## src/rtl/eth_pkg.sv

```systemverilog
// Shared Ethernet constants and the bytewise reflected CRC-32 step used on the receive path.
package eth_pkg;

  localparam logic [31:0] CRC32_POLY_REFL = 32'hEDB88320;
  localparam logic [31:0] CRC32_INIT      = 32'hFFFFFFFF;
  localparam logic [31:0] CRC32_RESIDUE   = 32'hDEBB20E3;
  localparam int          ETH_FCS_BYTES   = 4;

  typedef enum logic [1:0] {
    ST_IDLE,
    ST_HOLD,
    ST_TAIL
  } rx_state_e;

  function automatic logic [31:0] crc32_byte(input logic [31:0] crc, input logic [7:0] data);
    logic [31:0] c;
    c = crc ^ {24'h0, data};
    for (int i = 0; i < 8; i++) c = c[0] ? ((c >> 1) ^ CRC32_POLY_REFL) : (c >> 1);
    return c;
  endfunction

endpackage

```

## src/rtl/eth_crc32_bytes.sv

```systemverilog
// Combinational CRC-32 update over the first i_cnt bytes of a B-byte beat.
module eth_crc32_bytes
  import eth_pkg::*;
#(
  parameter int B = 4
) (
  input  logic [31:0]         i_crc,
  input  logic [8*B-1:0]      i_data,
  input  logic [$clog2(B):0]  i_cnt,
  output logic [31:0]         o_crc
);

  logic [B:0][31:0] chain;

  assign chain[0] = i_crc;

  // chain[k] is the CRC after bytes 0..k-1; the count picks the tap
  for (genvar g = 0; g < B; g++) begin : g_step
    assign chain[g+1] = crc32_byte(chain[g], i_data[8*g +: 8]);
  end

  assign o_crc = chain[i_cnt];

endmodule

```

## src/rtl/eth_rx_fcs_check.sv

```systemverilog
// Rx FCS checker: one beat of hold-back so the trailing FCS can be stripped,
// CRC/length checked, and the verdict attached to the final payload beat.
module eth_rx_fcs_check
  import eth_pkg::*;
#(
  parameter int DATAPATH_WIDTH  = 32,
  parameter int MIN_FRAME_BYTES = 64,
  parameter int MAX_FRAME_BYTES = 1522
) (
  input  logic                                 i_clk,
  input  logic                                 i_rst_n,
  input  logic [DATAPATH_WIDTH-1:0]            i_eths_slave_data,
  input  logic [$clog2(DATAPATH_WIDTH/8)-1:0]  i_eths_slave_keep,
  input  logic                                 i_eths_slave_valid,
  input  logic                                 i_eths_slave_abort,
  input  logic                                 i_eths_slave_last,
  output logic [DATAPATH_WIDTH-1:0]            o_eths_master_data,
  output logic [$clog2(DATAPATH_WIDTH/8)-1:0]  o_eths_master_keep,
  output logic                                 o_eths_master_valid,
  output logic                                 o_eths_master_abort,
  output logic                                 o_eths_master_last,
  output logic                                 o_fcs_err,
  output logic                                 o_len_err
);

  localparam int          B     = DATAPATH_WIDTH / 8;
  localparam int          KW    = $clog2(B);
  localparam logic [KW:0] FCS_N = (KW+1)'(ETH_FCS_BYTES);
  localparam logic [KW:0] ONE   = (KW+1)'(1);

  typedef struct packed {
    logic [DATAPATH_WIDTH-1:0] data;
    logic [KW-1:0]             keep;
    logic                      valid;
    logic                      last;
    logic                      abort;
    logic                      fcs_err;
    logic                      len_err;
  } beat_t;

  rx_state_e                 state_q, state_d;
  beat_t                     out_q, out_d, tail_q, tail_d;
  beat_t                     abort_b, runt_b, hold_b, hlast_b, trim_b;
  logic [DATAPATH_WIDTH-1:0] hold_q, hold_d;
  logic [31:0]               crc_q, crc_d, crc_next;
  logic [15:0]               len_q, len_d, len_next;
  logic [16:0]               len_sum;
  logic [KW:0]               n, cnt, trim_n, hold_n;
  logic                      big, fcs_bad, len_bad;

  function automatic logic [DATAPATH_WIDTH-1:0] mask_bytes(input logic [DATAPATH_WIDTH-1:0] d,
                                                           input logic [KW:0] c);
    logic [DATAPATH_WIDTH-1:0] m;
    m = '0;
    for (int i = 0; i < B; i++) if ((KW+1)'(i) < c) m[8*i +: 8] = d[8*i +: 8];
    return m;
  endfunction

  assign n       = {1'b0, i_eths_slave_keep} + ONE;
  assign cnt     = i_eths_slave_last ? n : (KW+1)'(B);
  assign len_sum = {1'b0, len_q} + 17'(cnt);
  assign len_next = len_sum[16] ? 16'hFFFF : len_sum[15:0];
  assign big     = n > FCS_N;
  assign trim_n  = n - FCS_N;
  // FCS straddles the held beat: B-(4-n) of its bytes are payload
  assign hold_n  = (KW+1)'(B - ETH_FCS_BYTES) + n;
  assign fcs_bad = crc_next != CRC32_RESIDUE;
  assign len_bad = (MIN_FRAME_BYTES != 0 && 32'(len_next) < MIN_FRAME_BYTES) ||
                   (MAX_FRAME_BYTES != 0 && 32'(len_next) > MAX_FRAME_BYTES);

  eth_crc32_bytes #(.B(B)) u_crc (
    .i_crc  (crc_q),
    .i_data (i_eths_slave_data),
    .i_cnt  (cnt),
    .o_crc  (crc_next)
  );

  always_comb begin
    abort_b       = '0;
    abort_b.valid = 1'b1;
    abort_b.last  = 1'b1;
    abort_b.abort = 1'b1;
    runt_b         = abort_b;
    runt_b.fcs_err = fcs_bad;
    runt_b.len_err = len_bad;
    hold_b       = '0;
    hold_b.data  = hold_q;
    hold_b.keep  = '1;
    hold_b.valid = 1'b1;
    hlast_b         = hold_b;
    hlast_b.data    = mask_bytes(hold_q, hold_n);
    hlast_b.keep    = KW'(hold_n - ONE);
    hlast_b.last    = 1'b1;
    hlast_b.abort   = fcs_bad | len_bad;
    hlast_b.fcs_err = fcs_bad;
    hlast_b.len_err = len_bad;
    trim_b      = hlast_b;
    trim_b.data = mask_bytes(i_eths_slave_data, trim_n);
    trim_b.keep = KW'(trim_n - ONE);
  end

  always_ff @(posedge i_clk or negedge i_rst_n) begin
    if (!i_rst_n) state_q <= ST_IDLE;
    else          state_q <= state_d;
  end

  always_comb begin
    state_d = state_q;
    if (i_eths_slave_valid) begin
      if (i_eths_slave_abort)     state_d = (state_q == ST_TAIL) ? ST_TAIL : ST_IDLE;
      else if (!i_eths_slave_last) state_d = ST_HOLD;
      else if (big)               state_d = ST_TAIL;
      else                        state_d = (state_q == ST_TAIL) ? ST_TAIL : ST_IDLE;
    end else if (state_q == ST_TAIL) begin
      state_d = ST_IDLE;
    end
  end

  // A pending tail always owns the output slot; anything else that must be
  // emitted in that cycle is parked in the tail register instead.
  always_comb begin
    out_d  = '0;
    tail_d = tail_q;
    hold_d = hold_q;
    crc_d  = crc_q;
    len_d  = len_q;
    if (state_q == ST_TAIL) out_d = tail_q;
    if (i_eths_slave_valid) begin
      if (i_eths_slave_abort) begin
        crc_d = CRC32_INIT;
        len_d = '0;
        if (state_q == ST_TAIL) tail_d = abort_b;
        else                    out_d  = abort_b;
      end else if (!i_eths_slave_last) begin
        crc_d  = crc_next;
        len_d  = len_next;
        hold_d = i_eths_slave_data;
        if (state_q == ST_HOLD) out_d = hold_b;
      end else begin
        crc_d = CRC32_INIT;
        len_d = '0;
        if (big) begin
          tail_d = trim_b;
          if (state_q == ST_HOLD) out_d = hold_b;
        end else if (state_q == ST_HOLD) begin
          out_d = hlast_b;
        end else if (state_q == ST_TAIL) begin
          tail_d = runt_b;
        end else begin
          out_d = runt_b;
        end
      end
    end
  end

  always_ff @(posedge i_clk or negedge i_rst_n) begin
    if (!i_rst_n) begin
      out_q  <= '0;
      tail_q <= '0;
      hold_q <= '0;
      crc_q  <= CRC32_INIT;
      len_q  <= '0;
    end else begin
      out_q  <= out_d;
      tail_q <= tail_d;
      hold_q <= hold_d;
      crc_q  <= crc_d;
      len_q  <= len_d;
    end
  end

  assign o_eths_master_data  = out_q.data;
  assign o_eths_master_keep  = out_q.keep;
  assign o_eths_master_valid = out_q.valid;
  assign o_eths_master_abort = out_q.abort;
  assign o_eths_master_last  = out_q.last;
  assign o_fcs_err           = out_q.fcs_err;
  assign o_len_err           = out_q.len_err;

endmodule

```

## config.mk

```make
export PLATFORM = sky130hd
export DESIGN_NAME = eth_rx_fcs_check
export DESIGN_NICKNAME = d
export VERILOG_FILES = /design/src/rtl/eth_pkg.sv /design/src/rtl/eth_crc32_bytes.sv /design/src/rtl/eth_rx_fcs_check.sv
export SDC_FILE = /design/constraint.sdc
export NUM_CORES = 1
export LEC_CHECK = 0
export CELL_PAD_IN_SITES_DETAIL_PLACEMENT = 2
export CELL_PAD_IN_SITES_GLOBAL_PLACEMENT = 2
export CORE_MARGIN = 8
export CORE_UTILIZATION = 43
export CTS_CLUSTER_DIAMETER = 100
export DETAILED_ROUTE_END_ITERATION = 7
export PLACE_DENSITY_LB_ADDON = 0.1
export SLEW_MARGIN = 30
export SYNTH_ARGS = -nofsm -noshare
export SYNTH_HDL_FRONTEND = slang
export SYNTH_SLANG_ARGS = --single-unit
```

## constraint.sdc

```tcl
create_clock -name i_clk -period 13.6 [get_ports i_clk]
set_input_delay 1.36 -clock i_clk [delete_from_list [all_inputs] [get_ports i_clk]]
set_output_delay 1.36 -clock i_clk [all_outputs]
set_load 0.005 [all_outputs]
```

* Word-level counts from Yosys, hierarchy flattened
Cells that the tools add are included.
** Storage, ports and cells
- Flip-flop bits (word level) :: 160
- Output and inout bits :: 39
- Logic and storage cells :: 154
** Cells by class
- $add $sub $neg :: 5
- Magnitude comparators :: 12
- Equal/unequal tests :: 5
- Muxes and demuxes :: 69
- Bitwise logic cells :: 39
- Reduce and logical (&&, ||, !) cells :: 6
** Operators with widths (number)
- 32-bit 2-to-1 mux :: 35
- 39-bit 2-to-1 mux :: 15
- 13-bit inverter with 14-bit output :: 32
- 32-bit by 8-bit XOR with 32-bit output :: 4
- 32-bit binary-select mux with 3-bit select :: 1
- 8-bit 2-to-1 mux :: 8
- 16-bit 2-to-1 mux :: 3
- 32-bit != test (second input constant) :: 1
- 16-bit by 3-bit adder with 17-bit output :: 1
- 16-bit by 11-bit > comparator with 1-bit output (second input constant) :: 1
- 16-bit by 7-bit < comparator with 1-bit output (second input constant) :: 1
- 1-bit by 3-bit < comparator with 1-bit output (first input constant) :: 4
- 2-bit by 3-bit < comparator with 1-bit output (first input constant) :: 4
- 2-bit 2-to-1 mux :: 6
- 2-bit nonzero test :: 3
- 5-bit AND reduction :: 1
- 3-bit by 4-bit < comparator with 1-bit output (second input constant) :: 1
- 2-bit by 1-bit subtractor with 2-bit output (second input constant) :: 2
- 2-bit by 1-bit adder with 3-bit output (second input constant) :: 1
- 3-bit > comparator (second input constant) :: 1
- 3-bit 2-to-1 mux :: 1
- 3-bit != test (second input constant) :: 1
- 3-bit AND reduction :: 1
- 3-bit subtractor (second input constant) :: 1
- other kinds (6) :: 7

* Logic depth before layout (Yosys ltp)
- Depth in word-level cells :: 77
- Depth in mapped cells :: 20

* Cells and area by module
A second synthesis with hierarchy kept.
** Second synthesis, totals
- Cells, all modules :: 1103
- Area, all modules :: 11951.5 um^2
** Modules (own cells, without submodules)
- eth_rx_fcs_check :: instances 1, cells each 590, area an instance 6682.7 um^2, seq. area each 4018.9 um^2
- eth_crc32_bytes :: instances 1, cells each 513, area an instance 5268.8 um^2, seq. area each 0.0 um^2

* Worst setup path before layout
OpenSTA, ideal clock, no wires.
- Kind :: input -> register
- Start :: input port i_eths_slave_data[2]
- End :: register out_q, in the netlist o_fcs_err
- Library setup time :: 0.135 ns
- Data arrival time :: 5.238 ns
- Data required time :: 13.465 ns
- Slack :: 8.227 ns
- Stages on the path :: 12
- Path buffers :: 0
- Cells stage by stage :: xnor2_1 -> xnor3_1 -> xnor3_1 -> xor3_2 -> xnor2_4 -> xor3_2 -> xor2_2 -> xnor2_1 -> o2111ai_1 -> a222oi_1 -> and4bb_4 -> o31ai_1
** RTL lines
- from (decl) :: RTL line eth_rx_fcs_check.sv:12 : input logic [DATAPATH_WIDTH-1:0] i_eths_slave_data,
- to (signal assigned) :: RTL line eth_rx_fcs_check.sv:164 : out_q <= out_d;
- to (decl) :: RTL line eth_rx_fcs_check.sv:42 : beat_t out_q, out_d, tail_q, tail_d;

==> flow_metrics.py <==
metrics = {
    "floorplanning": {
        "core_mm2": 0.02695,
        "row_count": 60,
        "die_x_um": 181.6,
        "ios": 78,
        "die_h_um": 181.6,
        "start_util_pct": 43.73,
        "die_area_mm2": 0.03296,
    },
    "worst_setup_path": {
        "worstPathMaxFanout": 13,
        "required_ns": 13.91,
        "r2r_cells": 12,
        "reg2reg_setup_slack_ns": 7.88,
        "crit_path_end_kind": "flop",
        "critical_path.startpoint": "i_eths_slave_data[0]",
        "crit_cells": 13,
        "cp_slowest_stage_delay_ns": 0.88,
        "path_delay_family": "XOR/XNOR gates",
        "cp_num_buf_inv": 1,
        "start_kind": "input pin",
        "endpoint": "o_fcs_err",
        "worst_path_most_repeated_cell": "xnor3_1",
        "path_cells": "clkdlybuf4s50_1 > xor2_4 > xnor3_1 > xnor2_1 > xor3_2 > xnor3_1 > xnor2_1 > xnor3_1 > nor3_1 > o2111ai_1 > a222oi_1 > and4bb_4 > o31ai_1",
        "rr_startpoint": "crc_q[0]",
        "critical_path_class": "in2reg",
        "r2r_end": "o_fcs_err",
        "crit_path_top_delay_cell": "xnor3_1",
        "cp_data_arrival_time_ns": 6.96,
    },
    "global_routing": {
        "antenna_found_initial": 1,
        "overflow": 0,
        "grt_usage_pct": 26.88,
        "grt_pass1_wl_um": 66570,
        "grt_max_degree": 99,
        "grt_pass1_vias": 10040,
    },
    "detailed_routing": {
        "drt_iter0_drc": 815,
        "drcViolationCount": 0,
        "wire_per_inst_um": 28.48,
        "detailroute.via_count": 9170,
        "avgViaCountPerCell": 5.916,
        "detail-route-antenna-nets": 0,
        "firstDrtPassIters": 5,
        "wirelength_um": 44150,
    },
    "clock_network": {
        "numCtsBuffers": 17,
        "cts_hold_buf": 0,
        "cts.sinks": 159,
        "cts-root-buf": "clkbuf_16",
        "path_clk_slew_ns": 0.08,
        "postCtsResizedCells": 0,
        "cts_tree": "done",
        "cts_buffer_depth": 2,
        "htree_levels": 4,
        "post_cts_buffers": 0,
        "clock_latency_ns": 0.45,
    },
    "timing": {
        "hold_violations": 0,
        "rsz0062_at_grt": "false",
        "skew_ns": 0.01074,
        "tightest_slew_ns": 0.9891,
        "finalCriticalPeriod_ns": 6.651,
        "final_max_slew_viol_count": 0,
        "fin_tns_setup_ns": 0,
        "layout_worst_path_cycle_share_pct": 48.90,
        "slew_headroom_pct": 33.59,
        "setup_violations": 0,
        "fmax_ghz": 0.1504,
    },
    "hold_path": {
        "hp-class": "reg2reg",
    },
    "synth": {
        "ys_ff_latch": 159,
        "ys_warn_count": 0,
        "synth_edf_count": 0,
        "synth_cells": 1129,
        "synth_top_area_share_pct": 26.97,
        "synth_area_leaders": "dfrtp_1, xnor2_1, xnor3_1, dfstp_2, xor2_1",
        "synth.net_count": 1175,
        "synthFlopType": "dfrtp_1",
        "synth_top_area_cell": "dfrtp_1",
        "syn_area_mm2": 0.01179,
        "ys_types": 69,
        "seq_area_frac_synth_pct": 34.10,
        "syn_avg_cell_area_um2": 10.44,
        "synthArstFlopShare_pct": 100.0,
    },
    "place": {
        "placed_cell_area_mm2": 0.01296,
        "dp_hpwl_um": 32680,
        "port-buffer-count": 77,
        "place_congestion": 0.9533,
    },
    "cells_and_area": {
        "fill_cells": 2712,
        "nets": 1241,
        "layout.cells.most_common": "xnor2_1",
        "final_cell_mix": "xnor2_1, nand2_1, dfrtp_1, xor2_1, clkdlybuf4s50_1",
        "multi_input_area_mm2": 0.007518,
        "regArea_mm2": 0.004019,
        "postLayoutCellArea_mm2": 0.01357,
        "drive_above_1_share_pct": 10.35,
        "area.growth.synth_to_final_pct": 15.12,
    },
    "outcome": {
        "status": "finished, final reports clean",
    },
    "flow_run": {
        "maxCapViolations": 0,
    },
}
## area by class of cell
class	instances	share of cell area, %
multi-input cells	900	55.42
flip-flops and latches	159	29.62
repair buffers	97	6.926
well taps	341	3.145
clock buffers	17	3.136
clock inverters	15	1.180
inverters	20	0.5534
diodes	1	0.01845
## worst min path at each step
| stage | from | slack [ns] | to | depth (start not counted) |
|---|---|---|---|---|
| floorplan | tail_q[2] | 0.44 | tail_q[2] | 1 |
| global placement | tail_q[2] | 0.45 | tail_q[2] | 1 |
| detailed placement | tail_q[4] | 0.46 | tail_q[4] | 1 |
| CTS | tail_q[2] | 0.48 | tail_q[2] | 1 |
| global route | tail_q[2] | 0.50 | tail_q[2] | 1 |
| finish | hold_q[6] | 0.48 | hold_q[6] | 2 |
## cell families after synthesis
family | synth area share, %
XOR/XNOR | 38.23
AND/OR/NAND/NOR | 13.32
AO/OA/AOI/OAI | 10.91
flip-flops | 34.10
buffers and inverters | 2.367
adder cells (fa/ha/maj) | 0.8069
multiplexers | 0.2548
## flip-flops by register name, indices dropped and copies added, names as in the netlist
name,cells
crc_q,32
hold_q,32
len_q,16
o_eths_master_abort,1
o_eths_master_data,32
o_eths_master_keep,2
o_eths_master_last,1
o_eths_master_valid,1
o_fcs_err,1
o_len_err,1
state_q,2
tail_q,38
## worst min-delay path, cell delays in order, from the launching register on
cell and delay, ns:
dfrtp_1 0.35, nand2_1 0.05, nand2_1 0.05
## through the flow
stage	setup slack [ns]	cells	utilization, %	hold slack (ns)
6_report	6.949	1550	50.34	0.4814
5_1_grt	6.708	1550	50.34	0.4984
4_1_cts	7.070	1549	50.28	0.4839
3_5_place_dp	6.614	1517	48.11	0.4580
3_3_place_gp	6.735	1516	47.99	0.4541
2_1_floorplan	8.227	1129	-	0.4399
## per-layer routing
layer  vias up  GRT usage, %  share of wire, %
li1       3969             -                 -
met1      4777         34.33                42
met2       322         44.84                48
met3       102         4.571               6.0
met4         0         10.56               3.9
met5         -             0                 0
## synth_stat cells (16+ instances only)
cell,instances
xnor2_1,196
nand2_1,150
dfrtp_1,127
xor2_1,80
xnor3_1,59
nor2_1,54
a21oi_1,43
o21ai_0,41
a22o_1,39
nor2b_1,38
clkbuf_1,37
dfstp_2,32
inv_1,18
nand3_1,17
nor3_1,16
Power is not shown: default switching activity piles up to over one toggle a cycle in this logic, so the estimate is an artifact.
